--- src/rtl/turn_signal_ctrl.sv ---
// ============================================================================
// Module   : turn_signal_ctrl
// Brief    : Tail-light sequencing controller: switch sync, priority resolve,
//            slow LED clock and boundary-aligned pattern select.
//            Optional turn auto-cancel enabled by macro TURN_TIMEOUT_EN.
// Revision : 1.0 - initial release
// ============================================================================
`default_nettype none

module turn_signal_ctrl #(
    parameter int DIV     = 25000000,
    parameter int MAX_SEQ = 8
) (
    input  logic       clock,
    input  logic       reset,
    input  logic       sw_left,
    input  logic       sw_right,
    input  logic       sw_hazard,
    output logic       clock_led,
    output logic [2:0] state_select,
    output logic [1:0] phase,
    output logic       active
);

    localparam int             CW       = $clog2(DIV);
    localparam logic [CW-1:0]  DIV_LAST = CW'(DIV - 1);

    typedef enum logic [2:0] {
        IDLE  = 3'b000,
        HAZ   = 3'b001,
        LEFT  = 3'b010,
        RIGHT = 3'b011
    } state_t;

    state_t        state;
    state_t        state_next;
    state_t        target;

    logic [1:0]    sync_l;
    logic [1:0]    sync_r;
    logic [1:0]    sync_h;
    logic          l;
    logic          r;
    logic          h;
    logic          turn_l;
    logic          turn_r;

    logic [CW-1:0] div_cnt;
    logic          wrap;
    logic          rise;
    logic          fall;

    always_ff @(posedge clock or posedge reset) begin
        if (reset) begin
            sync_l <= 2'b00;
            sync_r <= 2'b00;
            sync_h <= 2'b00;
        end else begin
            sync_l <= {sync_l[0], sw_left};
            sync_r <= {sync_r[0], sw_right};
            sync_h <= {sync_h[0], sw_hazard};
        end
    end

    assign l = sync_l[1];
    assign r = sync_r[1];
    assign h = sync_h[1];

    assign wrap = (div_cnt == DIV_LAST);
    assign rise = wrap & ~clock_led;
    assign fall = wrap &  clock_led;

    always_ff @(posedge clock or posedge reset) begin
        if (reset) begin
            div_cnt   <= '0;
            clock_led <= 1'b0;
        end else if (wrap) begin
            div_cnt   <= '0;
            clock_led <= ~clock_led;
        end else begin
            div_cnt   <= div_cnt + 1'b1;
        end
    end

    always_ff @(posedge clock or posedge reset) begin
        if (reset) begin
            phase <= 2'b00;
        end else if (rise) begin
            phase <= (state == IDLE) ? 2'b00 : phase + 2'b01;
        end
    end

`ifdef TURN_TIMEOUT_EN
    localparam int            SW      = ($clog2(MAX_SEQ + 1) > 4) ? $clog2(MAX_SEQ + 1) : 4;
    localparam logic [SW-1:0] SEQ_MAX = SW'(MAX_SEQ);

    logic [SW-1:0] seq_cnt;
    logic          mask;

    always_ff @(posedge clock or posedge reset) begin
        if (reset) begin
            seq_cnt <= '0;
        end else if (fall && (state_next != state)) begin
            seq_cnt <= '0;
        end else if (rise && (phase == 2'b11) && ((state == LEFT) || (state == RIGHT))
                     && (seq_cnt < SEQ_MAX)) begin
            seq_cnt <= seq_cnt + 1'b1;
        end
    end

    // Mask outlives the counter: it only drops once both turn switches are off.
    always_ff @(posedge clock or posedge reset) begin
        if (reset) begin
            mask <= 1'b0;
        end else if (seq_cnt >= SEQ_MAX) begin
            mask <= 1'b1;
        end else if (!l && !r) begin
            mask <= 1'b0;
        end
    end

    assign turn_l = l & ~mask & ~(seq_cnt >= SEQ_MAX);
    assign turn_r = r & ~mask & ~(seq_cnt >= SEQ_MAX);
`else
    assign turn_l = l;
    assign turn_r = r;
`endif

    always_comb begin
        target = IDLE;
        if (h || (l && r)) begin
            target = HAZ;
        end else if (turn_l) begin
            target = LEFT;
        end else if (turn_r) begin
            target = RIGHT;
        end
    end

    // Non-hazard exits wait for the executor to finish its sweep (phase 0).
    always_comb begin
        state_next = state;
        if (fall) begin
            if ((state == IDLE) || (target == HAZ)) begin
                state_next = target;
            end else if ((target != state) && (phase == 2'b00)) begin
                state_next = target;
            end
        end
    end

    always_ff @(posedge clock or posedge reset) begin
        if (reset) begin
            state <= IDLE;
        end else begin
            state <= state_next;
        end
    end

    assign state_select = state;
    assign active       = (state != IDLE);

endmodule

`default_nettype wire

--- config.mk ---
export PLATFORM = sky130hd
export DESIGN_NAME = turn_signal_ctrl
export DESIGN_NICKNAME = d
export VERILOG_FILES = /design/src/rtl/turn_signal_ctrl.sv
export SDC_FILE = /design/constraint.sdc
export NUM_CORES = 1
export LEC_CHECK = 0
export ABC_AREA = 0
export CORE_MARGIN = 3
export CORE_UTILIZATION = 50
export CTS_BUF_LIST = sky130_fd_sc_hd__clkbuf_4
export DETAILED_ROUTE_END_ITERATION = 10
export PLACE_DENSITY = 0.69
export REMOVE_ABC_BUFFERS = 1
export SYNTH_ARGS = -nofsm -noshare
export SYNTH_HDL_FRONTEND = slang
export SYNTH_SLANG_ARGS = --single-unit
--- constraint.sdc ---
create_clock -name clock -period 3.1 [get_ports clock]
set_clock_uncertainty 0.1 [all_clocks]
set_input_delay 0.62 -clock clock [delete_from_list [all_inputs] [get_ports clock]]
set_output_delay 0.62 -clock clock [all_outputs]
set_load 0.03 [all_outputs]
==> metrics.md <==
| Metric | Value |
|---|---|
| Clk buf depth | 2 |
| H-tree depth | 2 |
| Clock latency on the worst-skew pair | 0.34 ns |
| Cell taking the most area after synthesis | dfrtp_1 |
| P_leak | 0.874 nW |
| Register area share after synthesis | between 50% and 60% |
| Pwr/cell area | roughly 380 nW/µm² |
| F_max | between 300 and 400 MHz |
| Hold Slack | ~0.26 ns |
| All-Layer GR Usage | between 10% and 20% |
| Tcrit/Tclk final | between 80% and 90% |
| Worst slack, placed | about 0.96 ns |
| Die W | ~65 µm |
| Final Hold Viols | 0 |
| Die Height | around 65 µm |
| Die footprint | around 4200 µm² |
| Clock transition at path regs | around 0.10 ns |
| Critical Path RT | between 2 and 2.5 ns |
| Maximum number of pins on one net before global-route repair | 37 |
| Post-CTS Setup Bufs | 0 |
| Final-stage net count | around 190 |
| Critical Path Source Type | register |
| Gr ovfl total | 0 |
| R2R setup slack | ~1.1 ns |
| WS Path Type | reg -> out |
| Peak VDD IR | approximately 220 µV |
| Met3 routed WL | 156 µm |
| Register area | 901 µm² |
| Core ar. | 3200 µm² |
| Status | finished, final reports clean |
| R2R Path Start | div_cnt[9] |
| Final setup fails | 0 |
| Maxcap violations | 0 |
| Post-CTS Hold Fix Bufs | 0 |
| IO buf count | 10 |
| Wire length on met1 | about 1.6 mm |
| Area delta synth->final | 11.5% |
| Start point of the critical path | state_select[0] |
| First-pass GRT wire length | between 5 and 6 mm |
| Placer Congestion | just over 0.8 |
| DR iter-0 viols | 77 |
| Worst setup margin | about 0.58 ns |
| Vias in the first global route | 1182 |
| Crit end category | output pin |
| Per-cell routed wire length | between 10 and 15 µm |
| Netlist cell types | 38 |
| Fillers | ~310 |
| WL met2 | 1.40 mm |
| Initial Util | 54.6% |
| Period minus WS final | roughly 2.5 ns |
| DRT Pass-1 Iters | 4 |
| Yosys warns | 0 |
| Worst Hold Launch | sync_h[0] |
| CTS tree | done |
| Syn Area/Cell | roughly 11 µm² |
| RSZ-0062 raised after global routing | no |
| CTS root buffer | clkbuf_4 |
| Largest cells by area after synthesis | dfrtp_1, xor2_1, nor2_1 |
| Vias/cell | between 5 and 6 |
| Max_slew headroom | around 63% |
| CP Max Fanout | 8 |
| Initial antenna violation count | 0 |
| Final setup TNS | 0 ns |
| Site Rows | 20 |
| ANT nets after route | 0 |
| Least-Margin Pin Slew | about 0.55 ns |
| Diodes inserted | 0 |
| # resized after CTS | 0 |
| IO Pins | 12 |
| Clock sinks | 36 |
| Area of the multi-input gates | between 800 and 900 µm² |
| Hold WC Path Type | reg -> reg |
| Vias | between 1000 and 1500 |
| WL final | around 3.2 mm |
| Critical Path AT | around 1.8 ns |
| Synth Register Bits | 36 |
| Synth top area share | between 50% and 60% |
| Final Max Tran Viols | 0 |
| Uppermost routed layer | met4 |
| Synthesized area | roughly 1800 µm² |
| Share of cells above drive strength 1 | between 10% and 20% |
| Post-DP HPWL | roughly 2.3 mm |
| CTS buffer count | 5 |
| Mapped Cells | about 160 |
| DRC | 0 |
[layout make-up]
class | instances | area share [%]
Multi-Input combinational cell | 118 | 41.1
Sequential cell | 36 | 46.2
Inverter | 6 | 1.15
Clock inverter | 1 | 0.192
Tap cell | 44 | 2.82
Clock buffer | 7 | 2.69
Timing Repair Buffer | 12 | 5.90
[final timing paths]
path                              endpoint  depth (start not counted)
max                                 active                          3
min                              sync_h[1]                          0
max reg2reg                state_select[1]                          5
min reg2reg                      sync_h[1]                          0
max in group asynchronous       div_cnt[9]                          3
min in group asynchronous        sync_r[1]                          3
[power by group]
group          switching [W]  leakage [nW]  internal (W)
Combinational      0.0000122         0.366    0.00000713
Sequential        0.00000258         0.475      0.000473
Clock               0.000148        0.0338      0.000105
Total               0.000163         0.874      0.000585
[kinds of logic (layout without fill, tap and decap cells)]
family / count (synthesis) / after routing / share of synthesized area, %
mux: 2 / 2 / 1.22
xor+xnor: 22 / 22 / 11.0
compound gates: 13 / 13 / 4.86
other cells: 1 / 1 / 0.214
fa+ha+maj: 2 / 2 / 1.43
simple gates: 78 / 78 / 27.1
flops: 36 / 36 / 51.5
buf+inv: 10 / 26 / 2.72
[cell usage in the layout (no fill, tap or decap)]
cell type / instances
nor4b_2: 1
a21boi_0: 1
nand4_2: 1
and4_1: 2
clkdlybuf4s50_1: 10
o22ai_1: 2
mux2_1: 1
xor2_1: 13
o211ai_2: 1
and3_2: 1
nor2b_1: 1
nor4b_1: 2
o21ai_1: 2
nand2b_1: 2
xnor2_1: 9
dfrtp_1: 36
nand2_1: 9
mux2i_1: 1
a21oi_1: 2
nand4b_1: 2
a22oi_1: 1
nand4_1: 9
nor2_1: 23
o21a_1: 1
buf_4: 2
nor4_2: 1
or4_4: 1
o21ai_0: 2
nor4_4: 2
o31ai_1: 1
and3_1: 5
inv_1: 6
and2_1: 2
nand3_1: 11
ha_1: 2
nand3_2: 2
conb_1: 1
nor2_2: 1
clkbuf_4: 7
clkinv_1: 1
[sequential cells by signal, summed over array words and instances (netlist names)]
name / count
sync_r: 2
sync_h: 2
phase: 2
clock_led: 1
state_select: 2
div_cnt: 25
sync_l: 2
[per-stage QoR]
stage               area, µm²  std cells  utilization, %  power, W
global route             1950        224            60.9  0.000783
global placement         1900        216            59.2  0.000505
finish                   1950        224            60.9  0.000748
detailed placement       1900        216            59.2  0.000505
CTS                      1950        224            60.9  0.000753
floorplan                1730        160               -  0.000496
[synth_stat cells, drive strengths merged]
master / number
a21boi: 1
nand4b: 2
mux2i: 1
inv: 6
o211ai: 1
dfrtp: 36
nand2: 9
nor4b: 3
mux2: 1
ha: 2
nand3: 13
conb: 1
a21oi: 2
and2: 2
nand2b: 2
nor2b: 1
and3: 6
xnor2: 9
a22oi: 1
o31ai: 1
nor4: 3
o21a: 1
and4: 2
o22ai: 2
xor2: 13
nand4: 10
nor2: 24
o21ai: 4
or4: 1
buf: 4
[metal layers]
layer,GRT usage (%),vias to the layer above
met5,0,-
met4,6.99,0
met3,6.15,6
met2,25.7,31
met1,23.0,596
li1,-,601
[worst max-delay path: stages (launching register included)]
cell             delay [ns]
dfrtp_1                0.46
nor2_1                 0.29
inv_1                  0.10
clkdlybuf4s50_1        0.60
Note: power is estimated with default switching activity, not from simulation.
